===== src/rtl/ccff_bitstream_loader_pkg.sv =====
// Shared types and sizing helpers for the configuration-chain bitstream loader.
package ccff_bitstream_loader_pkg;

    localparam int unsigned DEFAULT_WORD_W    = 32;
    localparam int unsigned DEFAULT_CHAIN_LEN = 1024;

    typedef enum logic [1:0] {
        ST_IDLE  = 2'd0,
        ST_RUN   = 2'd1,
        ST_DRAIN = 2'd2
    } ccff_state_e;

    // Words needed to cover the chain in each direction.
    function automatic int unsigned ccff_num_words(input int unsigned chain_len,
                                                   input int unsigned word_w);
        return (chain_len + word_w - 1) / word_w;
    endfunction

    // Bits used from the final word; zero means the final word is full.
    function automatic int unsigned ccff_rem_bits(input int unsigned chain_len,
                                                  input int unsigned word_w);
        return chain_len % word_w;
    endfunction

endpackage


===== src/rtl/ccff_word_serdes.sv =====
// Word-wide PISO feeding the chain head and SIPO packing the chain tail into readback words.
module ccff_word_serdes #(
    parameter int unsigned WORD_W = 32,
    parameter int unsigned IDX_W  = $clog2(WORD_W + 1)
) (
    input  logic              clk_i,
    input  logic              rst_i,
    input  logic              load_i,
    input  logic [WORD_W-1:0] load_data_i,
    input  logic [IDX_W-1:0]  load_bits_i,
    input  logic              shift_i,
    input  logic              final_i,
    input  logic              tail_i,
    input  logic              rd_ready_i,
    output logic              head_o,
    output logic              in_avail_o,
    output logic              in_last_o,
    output logic [WORD_W-1:0] rd_data_o,
    output logic              rd_valid_o
);

    localparam logic [WORD_W-1:0] MSB_ONE = {1'b1, {(WORD_W - 1){1'b0}}};

    logic [WORD_W-1:0] piso_q, piso_d;
    logic [IDX_W-1:0]  piso_cnt_q, piso_cnt_d;
    logic [WORD_W-1:0] sipo_q, sipo_d;
    logic [IDX_W-1:0]  sipo_cnt_q, sipo_cnt_d;
    logic [WORD_W-1:0] rd_data_q, rd_data_d;
    logic              rd_valid_q, rd_valid_d;
    logic [WORD_W-1:0] sipo_word;

    assign head_o     = piso_q[WORD_W-1];
    assign in_avail_o = piso_cnt_q != '0;
    assign in_last_o  = piso_cnt_q == IDX_W'(1);
    assign rd_data_o  = rd_data_q;
    assign rd_valid_o = rd_valid_q;

    // Captured bit lands at its MSB-first slot, so a short final word is already left-justified.
    assign sipo_word = sipo_q | (tail_i ? (MSB_ONE >> sipo_cnt_q) : '0);

    always_comb begin
        piso_d     = piso_q;
        piso_cnt_d = piso_cnt_q;
        sipo_d     = sipo_q;
        sipo_cnt_d = sipo_cnt_q;
        rd_data_d  = rd_data_q;
        rd_valid_d = rd_valid_q && !rd_ready_i;
        if (shift_i) begin
            piso_cnt_d = piso_cnt_q - IDX_W'(1);
            // The last bit stays on the head so it holds steady while starved.
            if (piso_cnt_q != IDX_W'(1)) begin
                piso_d = piso_q << 1;
            end
            if (sipo_cnt_q == IDX_W'(WORD_W - 1) || final_i) begin
                rd_data_d  = sipo_word;
                rd_valid_d = 1'b1;
                sipo_d     = '0;
                sipo_cnt_d = '0;
            end else begin
                sipo_d     = sipo_word;
                sipo_cnt_d = sipo_cnt_q + IDX_W'(1);
            end
        end
        if (load_i) begin
            piso_d     = load_data_i;
            piso_cnt_d = load_bits_i;
        end
    end

    always_ff @(posedge clk_i) begin
        if (rst_i) begin
            piso_q     <= '0;
            piso_cnt_q <= '0;
            sipo_q     <= '0;
            sipo_cnt_q <= '0;
            rd_data_q  <= '0;
            rd_valid_q <= 1'b0;
        end else begin
            piso_q     <= piso_d;
            piso_cnt_q <= piso_cnt_d;
            sipo_q     <= sipo_d;
            sipo_cnt_q <= sipo_cnt_d;
            rd_data_q  <= rd_data_d;
            rd_valid_q <= rd_valid_d;
        end
    end

endmodule


===== src/rtl/ccff_bitstream_loader.sv =====
// Configuration-chain initiator: streams a bitstream into ccff_head and returns the old contents from ccff_tail.
module ccff_bitstream_loader
    import ccff_bitstream_loader_pkg::*;
#(
    parameter int unsigned WORD_W    = DEFAULT_WORD_W,
    parameter int unsigned CHAIN_LEN = DEFAULT_CHAIN_LEN,
    parameter int unsigned CNT_W     = $clog2(CHAIN_LEN + 1)
) (
    input  logic              prog_clk,
    input  logic              prog_reset,
    input  logic              start,
    input  logic [WORD_W-1:0] wr_data,
    input  logic              wr_valid,
    output logic              wr_ready,
    output logic [WORD_W-1:0] rd_data,
    output logic              rd_valid,
    input  logic              rd_ready,
    output logic              ccff_head,
    input  logic              ccff_tail,
    output logic              shift_en,
    output logic              busy,
    output logic              done,
    output logic [CNT_W-1:0]  bit_count
);

    localparam int unsigned NUM_WORDS = ccff_num_words(CHAIN_LEN, WORD_W);
    localparam int unsigned REM_BITS  = ccff_rem_bits(CHAIN_LEN, WORD_W);
    localparam int unsigned IDX_W     = $clog2(WORD_W + 1);
    localparam int unsigned WCNT_W    = $clog2(NUM_WORDS + 1);

    ccff_state_e       state_q, state_d;
    logic [CNT_W-1:0]  bit_count_q, bit_count_d;
    logic [WCNT_W-1:0] wr_cnt_q, wr_cnt_d;
    logic              busy_q, busy_d;
    logic              done_q, done_d;

    logic              running;
    logic              in_avail;
    logic              in_last;
    logic              final_bit;
    logic              last_word;
    logic              wr_hs;
    logic              rd_hs;
    logic [IDX_W-1:0]  load_bits;

    assign running   = state_q == ST_RUN;
    assign final_bit = bit_count_q == CNT_W'(CHAIN_LEN - 1);
    assign last_word = wr_cnt_q == WCNT_W'(NUM_WORDS - 1);
    assign load_bits = (REM_BITS != 0 && last_word) ? IDX_W'(REM_BITS) : IDX_W'(WORD_W);

    assign shift_en = running && in_avail && (!rd_valid || rd_ready)
                      && (bit_count_q < CNT_W'(CHAIN_LEN));
    // Refill is allowed while the last bit of the held word is leaving, avoiding a bubble.
    assign wr_ready = running && (wr_cnt_q < WCNT_W'(NUM_WORDS))
                      && (!in_avail || (in_last && shift_en));
    assign wr_hs    = wr_valid && wr_ready;
    assign rd_hs    = rd_valid && rd_ready;

    assign busy      = busy_q;
    assign done      = done_q;
    assign bit_count = bit_count_q;

    ccff_word_serdes #(
        .WORD_W (WORD_W),
        .IDX_W  (IDX_W)
    ) u_serdes (
        .clk_i       (prog_clk),
        .rst_i       (prog_reset),
        .load_i      (wr_hs),
        .load_data_i (wr_data),
        .load_bits_i (load_bits),
        .shift_i     (shift_en),
        .final_i     (final_bit),
        .tail_i      (ccff_tail),
        .rd_ready_i  (rd_ready),
        .head_o      (ccff_head),
        .in_avail_o  (in_avail),
        .in_last_o   (in_last),
        .rd_data_o   (rd_data),
        .rd_valid_o  (rd_valid)
    );

    always_comb begin
        state_d     = state_q;
        bit_count_d = bit_count_q;
        wr_cnt_d    = wr_cnt_q;
        busy_d      = busy_q;
        done_d      = 1'b0;
        case (state_q)
            ST_IDLE: begin
                if (start) begin
                    state_d     = ST_RUN;
                    bit_count_d = '0;
                    wr_cnt_d    = '0;
                    busy_d      = 1'b1;
                end
            end
            ST_RUN: begin
                if (wr_hs) begin
                    wr_cnt_d = wr_cnt_q + WCNT_W'(1);
                end
                if (shift_en) begin
                    bit_count_d = bit_count_q + CNT_W'(1);
                    if (final_bit) begin
                        state_d = ST_DRAIN;
                    end
                end
            end
            ST_DRAIN: begin
                if (rd_hs) begin
                    done_d  = 1'b1;
                    busy_d  = 1'b0;
                    state_d = ST_IDLE;
                end
            end
            default: state_d = ST_IDLE;
        endcase
    end

    always_ff @(posedge prog_clk) begin
        if (prog_reset) begin
            state_q     <= ST_IDLE;
            bit_count_q <= '0;
            wr_cnt_q    <= '0;
            busy_q      <= 1'b0;
            done_q      <= 1'b0;
        end else begin
            state_q     <= state_d;
            bit_count_q <= bit_count_d;
            wr_cnt_q    <= wr_cnt_d;
            busy_q      <= busy_d;
            done_q      <= done_d;
        end
    end

endmodule

===== config.mk =====
export PLATFORM = sky130hd
export DESIGN_NAME = ccff_bitstream_loader
export DESIGN_NICKNAME = d
export VERILOG_FILES = /design/src/rtl/ccff_bitstream_loader_pkg.sv /design/src/rtl/ccff_word_serdes.sv /design/src/rtl/ccff_bitstream_loader.sv
export SDC_FILE = /design/constraint.sdc
export NUM_CORES = 1
export LEC_CHECK = 0
export ABC_AREA = 1
export ABC_CLOCK_PERIOD_IN_PS = 1750
export BUFFER_PORTS_ARGS = -buffer_cell sky130_fd_sc_hd__buf_2
export CORE_MARGIN = 2
export CORE_UTILIZATION = 51
export DETAILED_ROUTE_END_ITERATION = 8
export PLACE_DENSITY_LB_ADDON = 0.12
export REMOVE_ABC_BUFFERS = 1
export SKIP_LAST_GASP = 1
export SYNTH_ARGS = -nofsm -noshare
export SYNTH_HDL_FRONTEND = slang
export SYNTH_SLANG_ARGS = --single-unit

===== constraint.sdc =====
create_clock -name prog_clk -period 1.75 [get_ports prog_clk]
set_clock_uncertainty 0.15 [all_clocks]
set_input_delay 0.0875 -clock prog_clk [delete_from_list [all_inputs] [get_ports prog_clk]]
set_output_delay 0.0875 -clock prog_clk [all_outputs]
set_load 0.01 [all_outputs]

==> out/qor.csv, run 1 <==
stage,metric,value,unit
status,status,"complete, but fails checks",
status,failed_checks,setup timing,
clock_network,clkTransAtPathRegs,0.06,ns
setup_path,r2r_slack,-0.24,ns
detailed_routing,routed_wl,19370,um
worst_hold_path,worstHoldStart,ccff_tail,
power_and_ir_drop,seqPwrFrac,0.306,
clock_network,cts.path.max_buffers,2,
setup_path,r2r-start,u_serdes.rd_valid_o$_SDFF_PP0_,
power_and_ir_drop,power_switching,0.004292,W
cells_and_area,register_area,2606,um^2
yosys,synthTopCellsByCount,"nor2_1 (213), nand2_1 (166), dfxtp_1 (130)",
cells_and_area,n_fill_cell,649,
die,boundaryPins,87,
global_route,grt_max_degree,40,
worst_hold_path,min_path_cells,5,
setup_path,worstPathArrival,2.18,ns
yosys,syn-cell-area,5832,um^2
power_and_ir_drop,power-per-cell-area,1305,nW/um^2
global_route,antenna_found_initial,0,
setup_path,worstRegToRegCells,12,
power_and_ir_drop,swShare,0.3577,
worst_hold_path,worst_hold_path.endpoint,u_serdes.sipo_q[3]$_SDFFE_PP0P_,
yosys,yosys.cell_count.top_type,nor2_1,
power_and_ir_drop,p_int,0.007706,W
setup_path,regToRegEndpoint,u_serdes.piso_q[28]$_SDFFE_PP0P_,
placed_design,dp_cells,1078,
power_and_ir_drop,clkPwrFrac,0.287,
clock_network,insertion_delay,0.43,ns
yosys,avgSynthCellArea,7.026,um^2
yosys,ys_seq_elements,130,
yosys,netlist_instances,830,
power_and_ir_drop,power_frac_comb,0.407,
cells_and_area,syn_to_final_growth,57.65,%
sta,finalHoldViolations,0,
worst_hold_path,hold_path.class,primary input to flop,
placed_design,portBuffers,86,
sta,fin_crit_sh,1.135,
cells_and_area,nets,1079,
yosys,synth-warning-count,0,
die,die_x,110.9,um
sta,fin_crit,1.987,ns
cells_and_area,drive_above_1_share,0.3739,
yosys,synth_top_area_frac,0.4463,
sta,grt_setup_unrepaired,yes,
placed_design,hpwl,9258,um
cells_and_area,multi_input_area,3616,um^2
sta,worstMarginPinSlew,0.4399,ns
clock_network,cts_buffers,17,
yosys,synth_ff_type,dfxtp_1,
clock_network,cts_sinks,130,
global_route,grt_pass1_vias,5912,
yosys,ys_seq_area_frac,0.4463,
global_route,track_usage,0.2629,
yosys,yosys.area.top_type,dfxtp_1,
die,die_area,12310,um^2
yosys,synthArstFlopShare,0,
detailed_routing,wl_per_cell,16.34,um
power_and_ir_drop,leakage,4.200,nW
detailed_routing,drc_errors,0,
setup_path,worst-path-max-fanout,8,
setup_path,startpoint_type,flop,
sta,layout_setup_ws,-0.2370,ns
sta,fin_hold_ws,0.1755,ns
detailed_routing,ant_nets,0,
die,initial_core_util,0.5174,
sta,finalMaxSlewViolations,0,
detailed_routing,routed_via_density,5.514,
clock_network,cts_tree,yes,
sta,setup_viol,118,
die,fp.dieH,110.9,um
die,rows,39,
clock_network,clockRootBuffer,clkbuf_16,
cells_and_area,final_cell_count_no_fill,1186,
global_route,grt_pass1_wl,26680,um
yosys,synth_cell_type_count,35,
setup_path,crit_path_end_kind,flop,
setup_path,critPathKind,flop to flop,
global_route,overflow,0,
detailed_routing,drtIter0Drc,472,
sta,relSlewSlack,0.7067,
sta,fmax,503.3,MHz
setup_path,crit_required,1.95,ns
placed_design,place_congestion,0.8303,
job,drv_cap,0,
yosys,synth_area_leaders,"dfxtp_1 (45%), nor2_1 (14%), nand2_1 (11%), o21ai_0 (6.1%), nand3_1 (4.8%)",
die,core_area,11270,um^2
detailed_routing,vias,6540,
power_and_ir_drop,vdd_ir_drop_max,0.9194,mV
clock_network,htreeDepth,4,
cells_and_area,num_antenna_cells,0,
yosys,synth_edf_count,0,
detailed_routing,first_pass_iters,6,
## per-stage QoR
step                total power, W  utilization  TNS (ns)  area [um^2]  setup slack, ns
floorplan                 0.005409            -    -49.22         5605          -0.6379
global placement          0.006482       0.6000    -1.590         6763         -0.05895
detailed placement        0.006577       0.6000    -6.651         6763          -0.1899
CTS                        0.01063       0.7160    -2.323         8070          -0.1119
global route               0.01258       0.8156    -21.78         9194          -0.3634
finish                     0.01200       0.8156    -10.76         9194          -0.2370
## placed cells by master, fill, tap and decap left out, types with 6 or more instances in the layout
cell type	n
inv_1	41
buf_6	19
o21ai_2	43
buf_12	13
buf_4	52
dfxtp_1	127
nand2_1	129
nand4_1	7
inv_2	6
a21oi_1	15
nand2_2	20
o21ai_1	17
clkbuf_16	24
buf_2	84
a21oi_2	7
ha_1	6
nand3_2	16
o21bai_1	23
nor2_1	178
nor2_4	23
dlygate4sd3_1	38
o21ai_0	12
nand2_4	18
clkinv_2	7
nand3_1	41
nor2_2	17
## state kept, by name, indices dropped and copies added (netlist names)
name	cells
bit_count	11
busy	1
done	1
state_q	2
u_serdes.piso_cnt_q	6
u_serdes.piso_q	32
u_serdes.rd_data_o	32
u_serdes.rd_valid_o	1
u_serdes.sipo_cnt_q	6
u_serdes.sipo_q	32
wr_cnt_q	6
## cells by family after synthesis
family,Yosys count,share of synthesized area
AND/OR/NAND/NOR,469,0.3326
AO/OA/AOI/OAI,125,0.1189
buffers and inverters,91,0.07273
XOR/XNOR,4,0.006007
flip-flops,130,0.4463
adder cells (fa/ha/maj),11,0.02360
## routing by layer
layer,track usage,routed length (um),vias up,share of wire
met4,0.1200,803,0,0.041
met5,0,0,-,0
met1,0.3064,7336,3120,0.38
met3,0.05249,1223,78,0.063
met2,0.4650,10010,284,0.52
li1,-,-,3058,-
## worst max-delay path by stage
stage | start | endpoint | slack [ns] | cells past startpoint
2_1_floorplan | u_serdes.piso_cnt_q[0]$_SDFFE_PP0P_ | wr_cnt_q[1]$_SDFFE_PP0P_ | -0.64 | 9
3_3_place_gp | u_serdes.piso_cnt_q[0]$_SDFFE_PP0P_ | u_serdes.rd_data_o[18]$_SDFFE_PP0P_ | -0.06 | 9
3_5_place_dp | bit_count[0]$_SDFFE_PP0P_ | u_serdes.rd_data_o[7]$_SDFFE_PP0P_ | -0.19 | 8
4_1_cts | u_serdes.piso_cnt_q[1]$_SDFFE_PP0P_ | shift_en | -0.11 | 8
5_1_grt | u_serdes.rd_valid_o$_SDFF_PP0_ | u_serdes.piso_q[28]$_SDFFE_PP0P_ | -0.36 | 12
6_report | u_serdes.rd_valid_o$_SDFF_PP0_ | u_serdes.piso_q[28]$_SDFFE_PP0P_ | -0.24 | 12
## power groups by stage
stage	Combinational (W)	Clock [W]	Sequential, W
floorplan	0.00180	0	0.00361
global route	0.00528	0.00360	0.00370
global placement	0.00288	0	0.00360
CTS	0.00361	0.00345	0.00357
finish	0.00489	0.00344	0.00367
detailed placement	0.00295	0	0.00362
## layout make-up
| class | instances | share of cell area |
|---|---|---|
| Clock buffer | 21 | 0.05008 |
| Clock inverter | 11 | 0.01211 |
| Inverter | 52 | 0.02450 |
| Multi-Input combinational cell | 609 | 0.3933 |
| Sequential cell | 130 | 0.2835 |
| Tap cell | 143 | 0.01946 |
| Timing Repair Buffer | 220 | 0.2171 |
## timing repair
| item | in CTS | in global routing |
|---|---|---|
| hold buffers | 38 | 0 |
| pin swaps | 7 | 47 |
| resized for setup | 44 | 278 |
| setup endpoints to repair | 96 | 123 |
| cloned | 5 | 10 |
| endpoints found under the hold margin | 45 | 0 |
| setup buffers | 13 | 13 |
## worst max-delay path, stage by stage (launching register included)
cell and delay, ns:
dfxtp_1 0.31, nand2_1 0.09, nand2_1 0.12, nor2_4 0.18, nand2_2 0.12, buf_6 0.16
nor2_4 0.19, buf_6 0.14, buf_16 0.14, nand2_4 0.05, nand3_2 0.06, nand2_1 0.06
nor2_1 0.14
Note: power is estimated with default switching activity, not from simulation.
==> inputs of run 2 (changes only) <==
Settings changed: ABC_AREA 1 to 0.
==> run 2 against run 1 <==
Effect of this change:
- the run still ends with setup timing left
- critical path depth down 7
- combinational power up 4.9%
- register-to-register slack worse by 0.24 ns
- via count up 1.9%
- synthesized cell count down 19%
- global-route usage up 0.81 points
- sequential power down 4%
- utilization up 4.1 points
==> out/qor.csv, run 2 <==
stage,metric,value,unit,change
clock_network,cts_buffers,17,,unchanged
sta,fmax,449.2,MHz,-11%
die,boundaryPins,87,,unchanged
global_route,antenna_found_initial,0,,unchanged
yosys,synth_cell_type_count,50,,+43%
sta,finalHoldViolations,0,,unchanged
detailed_routing,routed_via_density,6.501,,+18%
sta,layout_setup_ws,-0.4760,ns,-0.2390 ns
yosys,synth_ff_type,dfxtp_1,,
placed_design,dp_slack,-0.5405,ns,-0.3506 ns
global_route,grt_pass1_wl,27960,um,+4.8%
setup_path,worstRegToRegCells,5,,-7
setup_path,worstPathCellList,"or4_4, or4_4, buf_8, or3_1, a21oi_2",,
detailed_routing,wl_per_cell,22.19,um,+36%
clock_network,cts_tree,yes,,
die,initial_core_util,0.5201,,+0.002743
power_and_ir_drop,vdd_ir_drop_max,1.258,mV,+37%
placed_design,hpwl,9964,um,+7.6%
yosys,yosys.area.top_type,dfxtp_1,,
setup_path,crit_required,1.96,ns,about the same
yosys,yosys.cell_count.top_type,dfxtp_1,,
yosys,synth_edf_count,0,,unchanged
clock_network,clkTransAtPathRegs,0.06,ns,about the same
sta,fin_setup_tns,-49.81,ns,-39.05 ns
die,die_x,111.5,um,+0.46%
cells_and_area,final_core_util,0.8569,,+0.04124
setup_path,worst-path-max-fanout,11,,+3
cells_and_area,multi_input_area,3958,um^2,+9.4%
setup_path,cp_slowest_cell,or4_4,,
power_and_ir_drop,leakage,3.988,nW,-5.0%
sta,setup_viol,129,,+9.3%
cells_and_area,num_antenna_cells,0,,unchanged
yosys,synthTopCellsByCount,"dfxtp_1 (130), nand2_1 (77), clkbuf_1 (62)",,
yosys,synth_top_area_frac,0.4420,,-0.004267
global_route,grt_pass1_vias,5928,,+0.27%
setup_path,critPathMostFrequentCell,or4_4,,
clock_network,clockRootBuffer,clkbuf_16,,
worst_hold_path,hold_path.class,primary input to flop,,
cells_and_area,final_common_cell,dfxtp_1,,
die,fp.dieH,111.5,um,+0.46%
yosys,synthArstFlopShare,0,,unchanged
yosys,ys_seq_elements,130,,unchanged
cells_and_area,syn_to_final_growth,64.75,%,
clock_network,htreeDepth,4,,unchanged
cells_and_area,n_fill_cell,552,,-15%
cells_and_area,register_area,2613,um^2,+0.24%
job,drv_cap,0,,unchanged
yosys,avgSynthCellArea,8.736,um^2,+24%
setup_path,critPathKind,flop to flop,,
placed_design,portBuffers,86,,unchanged
die,rows,39,,unchanged
detailed_routing,routed_wl,22740,um,+17%
setup_path,critPathBufInv,1,,-2
sta,fin_crit_sh,1.272,,+0.1365
status,status,"complete, but fails checks",,
cells_and_area,final_cell_mix,"dfxtp_1 (122), buf_2 (85), nand2_1 (76), buf_4 (71), o211ai_1 (41)",,
sta,fin_crit,2.226,ns,+0.2390 ns
status,failed_checks,setup timing,,
setup_path,cp_top_family,simple AND/OR/NAND/NOR gates,,
setup_path,worstSetupPathDepth,5,,-7
setup_path,crit_path_end_kind,flop,,
cells_and_area,nets,920,,-15%
cells_and_area,drive_above_1_share,0.4286,,+0.05465
detailed_routing,first_pass_iters,5,,-1
yosys,synth-warning-count,0,,unchanged
sta,finalMaxSlewViolations,0,,unchanged
die,die_area,12420,um^2,+0.93%
setup_path,startpoint_type,flop,,
detailed_routing,ant_nets,0,,unchanged
clock_network,cts_sinks,130,,unchanged
clock_network,cts.path.max_buffers,2,,unchanged
yosys,syn-cell-area,5888,um^2,+0.97%
detailed_routing,vias,6664,,+1.9%
sta,grt_setup_unrepaired,yes,,
yosys,netlist_instances,674,,-19%
yosys,synth_area_leaders,"dfxtp_1 (44%), o211a_1 (5.4%), o211ai_1 (5.2%), nand2_1 (4.9%), nor3_1 (4.8%)",,
setup_path,worstPathArrival,2.44,ns,+0.26 ns
setup_path,slowest_delay,0.53,ns,+0.22 ns
detailed_routing,drtIter0Drc,633,,+34%
sta,worstMarginPinSlew,0.9473,ns,+0.5075 ns
global_route,grt_max_degree,56,,+40%
global_route,overflow,0,,unchanged
die,core_area,11320,um^2,+0.43%
detailed_routing,drc_errors,0,,unchanged
worst_hold_path,min_path_cells,4,,-1
clock_network,insertion_delay,0.43,ns,about the same
placed_design,place_congestion,0.8653,,+4.2%
sta,relSlewSlack,0.3656,,-0.3412
sta,fin_hold_ws,0.06033,ns,-0.1152 ns
yosys,ys_seq_area_frac,0.4420,,-0.004267
power_and_ir_drop,power-per-cell-area,1284,nW/um^2,-1.6%
global_route,track_usage,0.2710,,+0.008132
-- run 2: cell count changes in the layout (fill, tap and decap cells not counted), sizes merged, moves of 32 or more --
cell | previous run | this run
o211ai | 1 | 41
nand2 | 170 | 77
inv | 50 | 13
a31oi | 1 | 34
nor3 | 8 | 57
nor2 | 218 | 14
o21ai | 76 | 9
nand3 | 57 | 9
o211a | 0 | 32
-- run 2: worst paths after layout --
kind / startpoint / end / slack (ns)
setup / recovery: u_serdes.piso_cnt_q[2]$_SDFFE_PP0P_ / wr_cnt_q[0]$_SDFFE_PP0P_ / -0.48
hold / removal: rd_ready / u_serdes.rd_valid_o$_SDFF_PP0_ / 0.06
hold reg to reg: u_serdes.piso_q[0]$_SDFFE_PP0P_ / u_serdes.piso_q[1]$_SDFFE_PP0P_ / 0.34
setup reg to reg: u_serdes.piso_cnt_q[2]$_SDFFE_PP0P_ / wr_cnt_q[0]$_SDFFE_PP0P_ / -0.48
-- run 2: timing repair --
action / CTS / global route
buffers inserted: 9 / 22
pin swaps: 10 / 53
endpoints found under the setup margin: 130 / 130
gates cloned: 3 / 13
hold buffers: 35 / 0
gates resized for setup: 34 / 199
endpoints found under the hold margin: 40 / 0
-- run 2: worst reg2reg max path, stage by stage, from the launching register on --
cell     delay [ns]
dfxtp_2        0.32
or4_4          0.53
or4_4          0.48
buf_8          0.18
or3_1          0.37
a21oi_2        0.14
-- run 2: power breakdown --
group	switching [W]	internal (W)
logic	0.00268	0.00246
registers	0.000238	0.00329
clock network	0.00135	0.00244
-- run 2: cell families after synthesis --
family	count (synthesis)	share of synthesized area
AO/OA/AOI/OAI	214	0.2667
XOR/XNOR	1	0.001488
adder cells (fa/ha/maj)	11	0.02337
buffers and inverters	84	0.05503
flip-flops	130	0.4420
multiplexers	9	0.01530
AND/OR/NAND/NOR	225	0.1961
-- run 2: layout make-up --
class,instances,share of cell area
clock buffers,21,0.04747
clock inverters,9,0.01599
inverters,13,0.005288
multi-input cells,461,0.4080
flip-flops and latches,130,0.2693
well taps,143,0.01844
repair buffers,248,0.2355
-- run 2: per-stage QoR --
| stage | std cells | power (W) | cell area, um^2 |
|---|---|---|---|
| 3_3_place_gp | 917 | 0.006434 | 6985 |
| 5_1_grt | 1025 | 0.01290 | 9701 |
| 3_5_place_dp | 917 | 0.006553 | 6985 |
| 4_1_cts | 993 | 0.01087 | 8257 |
| 2_1_floorplan | 603 | 0.005035 | 5613 |
| 6_report | 1025 | 0.01245 | 9701 |
-- run 2: layer usage --
layer / track usage / vias up / part of all wire
met2: 0.4744 / 327 / 0.52
met5: 0 / - / 0
met4: 0.08724 / 0 / 0.035
met1: 0.3273 / 3317 / 0.38
li1: - / 2949 / -
met3: 0.06859 / 71 / 0.056
